==> config.mk <==
export PLATFORM = sky130hd
export DESIGN_NAME = ps2_scan_ctrl
export DESIGN_NICKNAME = d
export VERILOG_FILES = /design/src/rtl/ps2_scan_ctrl_pkg.sv /design/src/rtl/ps2_tmo_cnt.sv /design/src/rtl/ps2_scan_ctrl.sv
export SDC_FILE = /design/constraint.sdc
export NUM_CORES = 1
export LEC_CHECK = 0
export ABC_AREA = 1
export CORE_ASPECT_RATIO = 1.25
export CORE_MARGIN = 3
export CORE_UTILIZATION = 35
export CTS_BUF_LIST = sky130_fd_sc_hd__clkbuf_4 sky130_fd_sc_hd__clkbuf_8 sky130_fd_sc_hd__clkbuf_16
export DETAILED_ROUTE_END_ITERATION = 8
export GPL_TIMING_DRIVEN = 1
export MAX_ROUTING_LAYER = met4
export SLEW_MARGIN = 20
export SYNTH_ARGS = -nofsm -noshare
export SYNTH_HDL_FRONTEND = slang
export SYNTH_HIERARCHICAL = 1
export SYNTH_SLANG_ARGS = --single-unit
==> constraint.sdc <==
create_clock -name clk -period 2 [get_ports clk]
set_input_delay 0.2 -clock clk [delete_from_list [all_inputs] [get_ports clk]]
set_output_delay 0.2 -clock clk [all_outputs]
set_load 0.02 [all_outputs]
==> src/rtl/ps2_scan_ctrl_pkg.sv <==
// ---------------------------------------------------------------------------
// ps2_scan_ctrl_pkg
// Shared constants for the PS/2 scan-code controller: set-2 prefix bytes,
// parser state encodings and the event record handed to the consumer.
// No ports (package).
// ---------------------------------------------------------------------------
package ps2_scan_ctrl_pkg;

  // set-2 prefix bytes
  localparam logic [7:0] PS2_EXT   = 8'hE0;
  localparam logic [7:0] PS2_BRK   = 8'hF0;
  localparam logic [7:0] PS2_PAUSE = 8'hE1;

  // parser states
  localparam logic [2:0] ST_IDLE   = 3'd0;
  localparam logic [2:0] ST_EXT    = 3'd1;
  localparam logic [2:0] ST_BRK    = 3'd2;
  localparam logic [2:0] ST_EXTBRK = 3'd3;
  localparam logic [2:0] ST_PAUSE  = 3'd4;

  // bytes that follow E1 in the pause sequence before the event is emitted
  localparam logic [2:0] PAUSE_SKIP = 3'd7;

  typedef struct packed {
    logic [7:0] code;
    logic       ext;
    logic       brk;
  } key_evt_t;

endpackage

==> src/rtl/ps2_tmo_cnt.sv <==
// ---------------------------------------------------------------------------
// ps2_tmo_cnt
// Inter-byte timeout counter. Counts while run=1 and produces a one-cycle
// expire tick when TMO_CYC-1 is reached. clr restarts the count and also
// suppresses the tick, so a byte landing on the terminal cycle wins.
//
// Ports
//   clk     in   system clock
//   reset   in   asynchronous active-high reset
//   clr     in   restart the count (a byte was received)
//   run     in   count enable (parser is inside a sequence)
//   expire  out  one-cycle timeout tick
// ---------------------------------------------------------------------------
module ps2_tmo_cnt #(
  parameter int TMO_CYC = 100000,
  parameter int TMO_W   = 17
) (
  input  logic clk,
  input  logic reset,
  input  logic clr,
  input  logic run,
  output logic expire
);

  localparam logic [TMO_W-1:0] TC  = TMO_W'(TMO_CYC - 1);
  localparam logic [TMO_W-1:0] ONE = TMO_W'(1);

  logic [TMO_W-1:0] cnt;

  always_ff @(posedge clk or posedge reset) begin
    if (reset) begin
      cnt <= '0;
    end else if (clr || !run) begin
      cnt <= '0;
    end else if (cnt == TC) begin
      cnt <= '0;
    end else begin
      cnt <= cnt + ONE;
    end
  end

  assign expire = run && !clr && (cnt == TC);

endmodule

==> src/rtl/ps2_scan_ctrl.sv <==
// ---------------------------------------------------------------------------
// ps2_scan_ctrl
// Turns the raw byte stream from ps2_rx into complete set-2 key events
// (make/break, extended, pause) and presents them one at a time through a
// valid/ack handshake. Truncated prefixes are abandoned after TMO_CYC idle
// cycles. Events completing while one is still pending are dropped and
// flagged on the sticky overflow output.
//
// Ports
//   clk        in   system clock
//   reset      in   asynchronous active-high reset
//   enable     in   consumer permits reception
//   rx_done    in   one-cycle byte tick from ps2_rx
//   rx_data    in   received byte, valid with rx_done
//   rx_en      out  registered receiver enable (enable delayed one cycle)
//   key_valid  out  event pending
//   key_code   out  final scan code
//   key_ext    out  event carried E0
//   key_break  out  event is a release
//   key_ack    in   consumer takes the event
//   overflow   out  sticky: a completed event was dropped
//   clr_ovf    in   clear overflow
//
// state     | meaning
// ----------+-------------------------------------------------
// ST_IDLE   | waiting for first byte of a sequence
// ST_EXT    | E0 seen, waiting for F0 or the code
// ST_BRK    | F0 seen, next byte is the released code
// ST_EXTBRK | E0 F0 seen, next byte is the released code
// ST_PAUSE  | E1 seen, swallowing the rest of the pause sequence
// ---------------------------------------------------------------------------
module ps2_scan_ctrl
  import ps2_scan_ctrl_pkg::*;
#(
  parameter int TMO_CYC = 100000,
  parameter int TMO_W   = 17
) (
  input  logic       clk,
  input  logic       reset,
  input  logic       enable,
  input  logic       rx_done,
  input  logic [7:0] rx_data,
  output logic       rx_en,
  output logic       key_valid,
  output logic [7:0] key_code,
  output logic       key_ext,
  output logic       key_break,
  input  logic       key_ack,
  output logic       overflow,
  input  logic       clr_ovf
);

  logic [2:0] state;
  logic [2:0] state_nxt;
  logic [2:0] skip_cnt;
  logic [2:0] skip_nxt;
  logic       byte_vld;
  logic       emit;
  key_evt_t   emit_evt;
  logic       tmo_expire;
  logic       evt_load;
  logic       evt_drop;

  assign byte_vld = rx_done && rx_en;

  ps2_tmo_cnt #(
    .TMO_CYC (TMO_CYC),
    .TMO_W   (TMO_W)
  ) u_tmo (
    .clk    (clk),
    .reset  (reset),
    .clr    (byte_vld),
    .run    (state != ST_IDLE),
    .expire (tmo_expire)
  );

  always_comb begin
    state_nxt = state;
    skip_nxt  = skip_cnt;
    emit      = 1'b0;
    emit_evt  = '{code: rx_data, ext: 1'b0, brk: 1'b0};

    if (byte_vld) begin
      case (state)
        ST_IDLE: begin
          if (rx_data == PS2_EXT) begin
            state_nxt = ST_EXT;
          end else if (rx_data == PS2_BRK) begin
            state_nxt = ST_BRK;
          end else if (rx_data == PS2_PAUSE) begin
            state_nxt = ST_PAUSE;
            skip_nxt  = PAUSE_SKIP;
          end else begin
            emit = 1'b1;
          end
        end
        ST_EXT: begin
          if (rx_data == PS2_BRK) begin
            state_nxt = ST_EXTBRK;
          end else if (rx_data != PS2_EXT) begin
            // repeated E0 keeps waiting; anything else completes the key
            emit         = 1'b1;
            emit_evt.ext = 1'b1;
            state_nxt    = ST_IDLE;
          end
        end
        ST_BRK: begin
          // E0/F0 are ordinary data once a break prefix is open
          emit         = 1'b1;
          emit_evt.brk = 1'b1;
          state_nxt    = ST_IDLE;
        end
        ST_EXTBRK: begin
          emit         = 1'b1;
          emit_evt.ext = 1'b1;
          emit_evt.brk = 1'b1;
          state_nxt    = ST_IDLE;
        end
        ST_PAUSE: begin
          if (skip_cnt == 3'd1) begin
            emit          = 1'b1;
            emit_evt.code = PS2_PAUSE;
            skip_nxt      = 3'd0;
            state_nxt     = ST_IDLE;
          end else begin
            skip_nxt = skip_cnt - 3'd1;
          end
        end
        default: begin
          state_nxt = ST_IDLE;
          skip_nxt  = 3'd0;
        end
      endcase
    end else if (tmo_expire) begin
      // partial sequence abandoned silently
      state_nxt = ST_IDLE;
      skip_nxt  = 3'd0;
    end

    // losing the receive permission ends any sequence in flight
    if (!enable) begin
      state_nxt = ST_IDLE;
      skip_nxt  = 3'd0;
    end
  end

  // a pending event can be replaced only in the cycle it is being acked
  assign evt_load = emit && (!key_valid || key_ack);
  assign evt_drop = emit && key_valid && !key_ack;

  always_ff @(posedge clk or posedge reset) begin
    if (reset) begin
      state    <= ST_IDLE;
      skip_cnt <= 3'd0;
      rx_en    <= 1'b0;
    end else begin
      state    <= state_nxt;
      skip_cnt <= skip_nxt;
      rx_en    <= enable;
    end
  end

  always_ff @(posedge clk or posedge reset) begin
    if (reset) begin
      key_valid <= 1'b0;
      key_code  <= 8'h00;
      key_ext   <= 1'b0;
      key_break <= 1'b0;
    end else if (evt_load) begin
      key_valid <= 1'b1;
      key_code  <= emit_evt.code;
      key_ext   <= emit_evt.ext;
      key_break <= emit_evt.brk;
    end else if (key_ack) begin
      key_valid <= 1'b0;
    end
  end

  always_ff @(posedge clk or posedge reset) begin
    if (reset) begin
      overflow <= 1'b0;
    end else if (evt_drop) begin
      overflow <= 1'b1;
    end else if (clr_ovf) begin
      overflow <= 1'b0;
    end
  end

endmodule
-- Yosys cells after proc, flatten, opt, wreduce, memory -nomap -nowiden
Index checks and enable logic that the tools add are counted.
- input port bits: 14
- bits in registers: 36
- output and inout bits: 13
- word-level logic and storage cells: 85
- add/subtract/negate cells: 2
- reduce and logical (&&, ||, !) cells: 20
- eq/ne operators: 18
- muxes and demuxes: 36
- operators with widths (operator ; number):
    2-to-1 mux 3 bit ; 15
    2-to-1 mux 17 bit ; 2
    equality test 8 bit, second input constant ; 3
    case mux 3 bit (3 select lines) ; 2
    adder 17 x 1 -> 17 bit, second input constant ; 1
    equality test 17 bit, second input constant ; 1
    2-to-1 mux 8 bit ; 2
    != test 4 bit, second input constant ; 4
    2-to-1 mux 1 bit ; 12
    2-to-1 mux 10 bit ; 1
    != test 8 bit, second input constant ; 1
    equality test 3 x 1 -> 1 bit, second input constant ; 2
    equality test 3 x 2 -> 1 bit, second input constant ; 2
    logical AND 1 bit ; 6
    != test 6 bit, second input constant ; 1
    != test 5 bit, second input constant ; 1
    AND reduction 5 bit ; 1
    zero test 1 bit ; 4
    case mux 1 bit (4 select lines) ; 1
    AND reduction 4 bit ; 1
    nonzero test 2 bit ; 2
    equality test 3 bit, second input constant ; 1
    zero test 3 bit ; 1
    != test 3 x 1 -> 1 bit, second input constant ; 1
    other kinds (7) ; 8

-- Logic depth before layout (Yosys ltp)
Gate-level depths: netlist of run 1.
- word-level depth: 9
- gate-level depth with buffers: 11
- gate-level depth less buffers: 11

-- Cells and area by module
Netlist of run 1, hierarchy kept.
- modules (own cells, without submodules) (module ; times used ; sequential area each (sq um) ; area an instance (sq um) ; cells an instance):
    ps2_scan_ctrl ; 1 ; 475.5 ; 1132.3 ; 158
    ps2_tmo_cnt ; 1 ; 425.4 ; 998.5 ; 142

-- Worst setup path after synthesis of run 1
No wires, ideal clock.
- path type: reg2reg
- start: register rx_en
- end: register skip_cnt[1]
- stages on the path, launching flop included: 10
- setup slack: 0.159 ns
- arrival time: 1.715 ns
- cell sequence: dfrtp_1 -> nand2_1 -> inv_1 -> clkbuf_1 -> nor2_1 -> inv_1 -> nor2_1 -> nand3b_1 -> nand2_1 -> o21ai_0
- longest elaborated chain between the ends: 6
- elaborated cells between the ends (all ways): 12
- classes of those cells: eq/ne: 5; mux: 2; reduce/logical: 5
- RTL lines (element ; RTL line ; RTL):
    start, declared ; ps2_scan_ctrl.sv:43 ; output logic rx_en,
    start signal, assigned ; ps2_scan_ctrl.sv:159 ; rx_en <= enable;
    logical AND 1 bit ; ps2_scan_ctrl.sv:64 ; assign byte_vld = rx_done && rx_en;
    net byte_vld ; ps2_scan_ctrl.sv:57 ; logic byte_vld;
    zero test 1 bit ; ps2_tmo_cnt.sv:42 ; assign expire = run && !clr && (cnt == TC);
    logical AND 1 bit (2 in series) ; ps2_tmo_cnt.sv:42 ;
    net tmo_expire ; ps2_scan_ctrl.sv:60 ; logic tmo_expire;
    != test 3 x 1 -> 1 bit (no line) ; - ;
    AND reduction 5 bit (no line) ; - ;
    end signal, assigned ; ps2_scan_ctrl.sv:158 ; skip_cnt <= skip_nxt;
    end, declared ; ps2_scan_ctrl.sv:55 ; logic [2:0] skip_cnt;
The timed path passes the listed nets, and every way through them passes these cells.
A chain may end at the register's enable or synchronous reset.

-- Final worst setup path of run 1
- start: register u_tmo.cnt[0]
- end: register state[1]
- longest elaborated chain between the ends: 4
- RTL lines (element ; RTL line ; RTL):
    start, declared ; ps2_tmo_cnt.sv:28 ; logic [TMO_W-1:0] cnt;
    start signal, assigned ; ps2_tmo_cnt.sv:38 ; cnt <= cnt + ONE;
    equality test 17 bit ; ps2_tmo_cnt.sv:42 ;
    logical AND 1 bit ; ps2_tmo_cnt.sv:42 ;
    net tmo_expire ; ps2_scan_ctrl.sv:60 ;
    != test 3 x 1 -> 1 bit (no line) ; - ;
    AND reduction 4 bit (no line) ; - ;
    end signal, assigned ; ps2_scan_ctrl.sv:157 ; state <= state_nxt;
    end, declared ; ps2_scan_ctrl.sv:53 ; logic [2:0] state;
The timed path passes the listed nets, and every way through them passes these cells.

==> metrics.yaml, run 1 <==
pwr:
  p_leak_uw: 0.001200
  p_clk_share_pct: 33.8
  p_per_area_nw_per_um2: 638.5
  peakVddDrop_mv: 0.3268
  seqPwrFrac_pct: 48.3
  internal_power_uw: 1211
  combPwrFrac_pct: 17.8
  p_sw_uw: 446.3
  switching_share_pct: 26.94
synth:
  synth_commonest_cells: "nand2_1 (89), nor2_1 (49), dfrtp_1 (36)"
  synth_top_area_share_pct: 42.28
  synth_top_area_cell: "dfrtp_1"
  synth_cell_type_count: 29
  ys.flop_type: "dfrtp_1"
  yosysSeqAreaShare_pct: 42.28
  synthTopCellsByArea: "dfrtp_1 (42%), nand2_1 (16%), nor2_1 (8.6%)"
  async_reset_ff_share_pct: 100.0
  synth_edf_count: 0
  ys_ff_latch: 36
  syn_nets: 317
  synth_cells: 300
  syn_area_um2: 2131
  yosysMostFrequentCell: "nand2_1"
  syn_area_per_cell_um2: 7.103
  synth_warnings: 6
timing:
  clock_skew_ns: 0.006173
  relSlewSlack_pct: 54.56
  totalNegativeSetupSlack_ns: 0
  finalCritPeriodShare_pct: 87.37
  rsz0062_at_grt: "no"
  worstMarginPinSlew_ns: 0.6808
  drv_slew: 0
  hold_viol: 0
  max_clock_freq_mhz: 572.3
  layout_setup_ws_ns: 0.2525
  setup-violations-final: 0
  fin_crit_ns: 1.747
place:
  finalWeightedCongestion: 0.8837
  post-place-ws_ns: 0.1565
  dpl_cell_area_um2: 2496
  dp_hpwl_um: 3584
  placed_cells: 407
  io_buffers: 26
critical_path:
  reg2reg_to: "state[1]"
  path_cells: "ha_1 -> nand2_1 -> inv_1 -> nand2_1 -> nor2_1 -> nand2_1 -> nor2_1 -> nand3b_1 -> nand3_1 -> nand2_1 -> nand2_1"
  required_ns: 2.17
  critPathKind: "flip-flop to flip-flop"
  cp.arrival_ns: 1.92
  path_max_fanout: 4
  crit_top_cell: "nand2_1"
  regToRegStartpoint: "u_tmo/cnt[0]"
  rrSetupSlack_ns: 0.25
  slowest_stage: "dfrtp_1"
  critPathLaunchType: "flip-flop"
  cpPeakStageDelay_ns: 0.40
  ff2ff_path_depth: 11
  end_kind: "flip-flop"
drt:
  wl_per_cell_um: 11.16
  wl_um: 4620
  drt_iter0_markers: 61
  via_count: 1899
  ant_nets: 0
  route.detailed.drc: 0
  drt_pass1_iterations: 4
  via_per_inst: 4.587
layout:
  num_antenna_cells: 0
  stdcell_area_um2: 2595
  fin_util_pct: 44.31
  finalNetCount: 349
  drive_gt1_share_pct: 12.35
  fin_cells: 414
  areaGrowthSynthToFinish_pct: 21.79
  fillers: 624
floorplanning:
  die_x_um: 75.79
  row_count: 31
  die-area_um2: 7066
  die_y_um: 93.24
  coreArea_um2: 5857
  ioPinCount: 27
  start_util_pct: 36.38
hold_path:
  hp-class: "input port to async pin"
clock_network:
  clk_latency_ns: 0.28
  cts_root_buffer: "clkbuf_8"
  clock-sinks: 36
  cts.htree.levels: 2
  clk_pin_slew_ns: 0.07
  tritoncts: "yes"
  cts_buffers: 5
  post-cts-setup-buffer-count: 0
  cts.path.max_buffers: 2
global_route:
  grt_pass1_vias: 1872
  antenna_found_initial: 0
  grt_use_total_pct: 15.08
  grt_pass1_wl_um: 8073
  grt_overflow: 0
  grt_start_max_net_pins: 20
flow_run:
  cap_violations: 0
outcome:
  status: "completed"
[routing by layer]
layer  wire length, µm  GRT usage [%]  vias up
li1                  -              -     1001
met1              2091          18.59      861
met2              2320          23.86       30
met3               127          3.118        7
met4                81          5.831        0
met5                 0              -        -
[worst max-delay path by stage]
stage	startpoint	end	cells past startpoint
finish	u_tmo/cnt[0]	state[1]	11
global route	u_tmo/cnt[0]	state[1]	11
CTS	u_tmo/cnt[0]	skip_cnt[0]	11
detailed placement	rx_data[4]	key_code[3]	10
global placement	rx_data[4]	key_ext	10
floorplan	rx_en	skip_cnt[1]	9
[logic make-up after synthesis]
logic type               count (synthesis)  synth area share (%)
buffers and inverters                   46                 8.514
XOR/XNOR                                 5                 2.056
adder cells (fa/ha/maj)                  3                 1.762
AND/OR/NAND/NOR                        194                 41.16
flip-flops                              36                 42.28
AO/OA/AOI/OAI                           16                 4.228
[cells in the final DEF, fill, tap and decap left out, types with 2 or more instances in the layout]
master	Yosys	final
a21oi_1	3	3
buf_4	2	4
clkbuf_8	0	7
clkdlybuf4s50_1	0	26
dfrtp_1	36	36
ha_1	3	3
inv_1	34	34
inv_2	7	7
nand2_1	89	88
nand2_2	8	9
nand3_1	13	13
nand3_2	2	2
nand3b_1	2	2
nand4_1	16	16
nor2_1	49	49
nor2_2	5	5
nor2_4	3	3
nor3_1	3	3
o21ai_0	7	7
o21ai_1	2	2
or2_2	2	2
xnor2_1	2	2
xor2_1	3	3
[power by group through the flow]
stage	registers, µW	clock network (µW)	logic [µW]
2_1_floorplan	856	0	121
3_3_place_gp	815	0	298
3_5_place_dp	815	0	300
4_1_cts	802	578	300
5_1_grt	809	600	330
6_report	801	560	296
[critical path: cells and delay by family, from the launching register on]
family | cells | cell delay [ns]
fa+ha+maj | 1 | 0.20
flops | 1 | 0.40
buf+inv | 1 | 0.08
simple gates | 9 | 0.94
[through the flow]
stage	power (µW)	hold slack [ns]
6_report	1657	0.2644
5_1_grt	1738	0.3027
4_1_cts	1679	0.2705
3_5_place_dp	1115	0.4648
3_3_place_gp	1113	0.4605
2_1_floorplan	977.5	0.1261
[final cells by class]
class                   instances  area [µm²]  share of cell area [%]
flip-flops and latches         36       900.9                   34.72
well taps                      82       102.6                   3.954
repair buffers                 30       290.3                   11.19
multi-input cells             218        1051                   40.50
clock buffers                   7       96.34                   3.713
inverters                      41       153.9                   5.931
[repair_timing]
item	4_1_cts	5_1_grt
resized for setup	0	1
hold buffers	0	0
setup endpoints to repair	0	3
[registers in the layout (all words and copies together) (netlist names)]
signal and flops:
key_break 1, state 3, u_tmo/cnt 17, key_code 8
key_ext 1, key_valid 1, skip_cnt 3, rx_en 1
overflow 1
No activity file was read; power rests on OpenSTA's default activity.
==> run 2: changes to the inputs <==
Settings changed: CELL_PAD_IN_SITES_DETAIL_PLACEMENT set to 1, CELL_PAD_IN_SITES_GLOBAL_PLACEMENT set to 1, PLACE_DENSITY_LB_ADDON set to 0.1.
==> metrics.yaml, run 2 (same netlist as run 1, synthesis figures left out) <==
outcome:
  status: "completed"
layout:
  largest_reg_flops: 17
  top_register: "u_tmo/cnt"
  num_antenna_cells: 0
  drive_gt1_share_pct: 12.87
  stdcell_area_um2: 2633
  final_common_cell: "nand2_1"
  final_cell_mix: "nand2_1 (88), nor2_1 (49), dfrtp_1 (36)"
  fin_util_pct: 44.95
  fillers: 774
  reg.largest.list: "u_tmo/cnt: 17 flops, key_code: 8 flops"
  finalNetCount: 350
  areaGrowthSynthToFinish_pct: 23.55
place:
  dpl_cell_area_um2: 2496
  finalWeightedCongestion: 0.8036
  dp_hpwl_um: 4195
  io_buffers: 26
clock_network:
  clk_latency_ns: 0.29
  clk_pin_slew_ns: 0.07
  cts_root_buffer: "clkbuf_8"
  cts.htree.levels: 2
  cts_buffers: 5
  cts.path.max_buffers: 2
  clock-sinks: 36
  tritoncts: "yes"
floorplanning:
  die_y_um: 93.24
  coreArea_um2: 5857
  start_util_pct: 36.38
  row_count: 31
  die-area_um2: 7066
  ioPinCount: 27
  die_x_um: 75.79
hold_path:
  hp-class: "input port to async pin"
critical_path:
  cp.arrival_ns: 1.91
  path_max_fanout: 3
  ff2ff_path_depth: 11
  critPathLaunchType: "flip-flop"
  required_ns: 2.18
  slowest_stage: "dfrtp_1"
  crit_top_cell: "nand2_1"
  end_kind: "flip-flop"
  cpPeakStageDelay_ns: 0.38
  critPathKind: "flip-flop to flip-flop"
  path_cells: "ha_1 -> nand2_1 -> inv_1 -> nand2_1 -> nor2_1 -> nand2_1 -> nor2_1 -> nand3b_1 -> nand3_1 -> nand2_1 -> nand2_1"
global_route:
  grt_use_total_pct: 16.98
  grt_start_max_net_pins: 20
  grt_pass1_wl_um: 8970
  antenna_found_initial: 0
  grt_pass1_vias: 2025
  grt_overflow: 0
drt:
  drt_pass1_iterations: 4
  via_count: 1920
  wl_um: 5218
  via_per_inst: 4.615
  ant_nets: 0
  route.detailed.drc: 0
  wl_per_cell_um: 12.54
  drt_iter0_markers: 52
timing:
  finalCritPeriodShare_pct: 86.28
  hold_viol: 0
  drv_slew: 0
  fin_crit_ns: 1.726
  clock_skew_ns: 0.002869
  relSlewSlack_pct: 53.59
  timing.hold.ws_ns: 0.2663
  totalNegativeSetupSlack_ns: 0
  worstMarginPinSlew_ns: 0.6954
  setup-violations-final: 0
  rsz0062_at_grt: "no"
  max_clock_freq_mhz: 579.5
pwr:
  finalPower_uw: 1811
  p_per_area_nw_per_um2: 687.9
  p_leak_uw: 0.001219
  peakVddDrop_mv: 0.2794
flow_run:
  cap_violations: 0
## run 2: per-stage QoR
step / setup WS (ns) / cells
2_1_floorplan: 0.1591 / 300
3_3_place_gp: 0.2080 / 407
5_1_grt: 0.03057 / 416
6_report: 0.2743 / 416
4_1_cts: 0.1616 / 415
3_5_place_dp: 0.1619 / 407
## run 2: power by group
part,internal (µW),switching [µW],total (µW)
combinational,133,171,304
sequential,772,27.7,799
clock,440,267,707
total,1350,466,1810
## run 2: metal layers
metal	vias up	global-route usage [%]	wire [µm]
met5	-	-	0
met3	8	3.011	98
met4	0	6.706	102
met2	20	28.43	2719
li1	1000	-	-
met1	892	19.69	2298
## run 2: layout make-up
type / count / area [µm²] / area share [%]
clock buffers: 7 / 96.34 / 3.660
clock inverters: 1 / 30.03 / 1.141
inverters: 41 / 153.9 / 5.846
multi-input cells: 218 / 1051 / 39.92
flip-flops and latches: 36 / 900.9 / 34.22
well taps: 82 / 102.6 / 3.897
repair buffers: 31 / 297.8 / 11.31
## run 2: path summary, 6_finish.rpt
| kind | to | slack (ns) | startpoint |
|---|---|---|---|
| worst max-delay path | state[2] | 0.27 | u_tmo/cnt[1] |
| worst min-delay path | state[2] | 0.27 | reset |
| worst max register to register | state[2] | 0.27 | u_tmo/cnt[1] |
| worst min register to register | key_code[4] | 0.47 | key_code[4] |
| max in group asynchronous | u_tmo/cnt[7] | 1.21 | reset |
| min in group clk | key_code[4] | 0.47 | key_code[4] |
## run 2: worst max-delay path, delay by kind of cell (launching register included)
family,cells,cell delay [ns]
buf+inv,1,0.08
simple gates,9,0.96
fa+ha+maj,1,0.20
flops,1,0.38
## run 2: timing repair
| item | 4_1_cts | 5_1_grt |
|---|---|---|
| setup endpoints to repair | 0 | 3 |
| setup buffers | 0 | 1 |
| hold buffers | 0 | 0 |
| gates resized for setup | 0 | 1 |
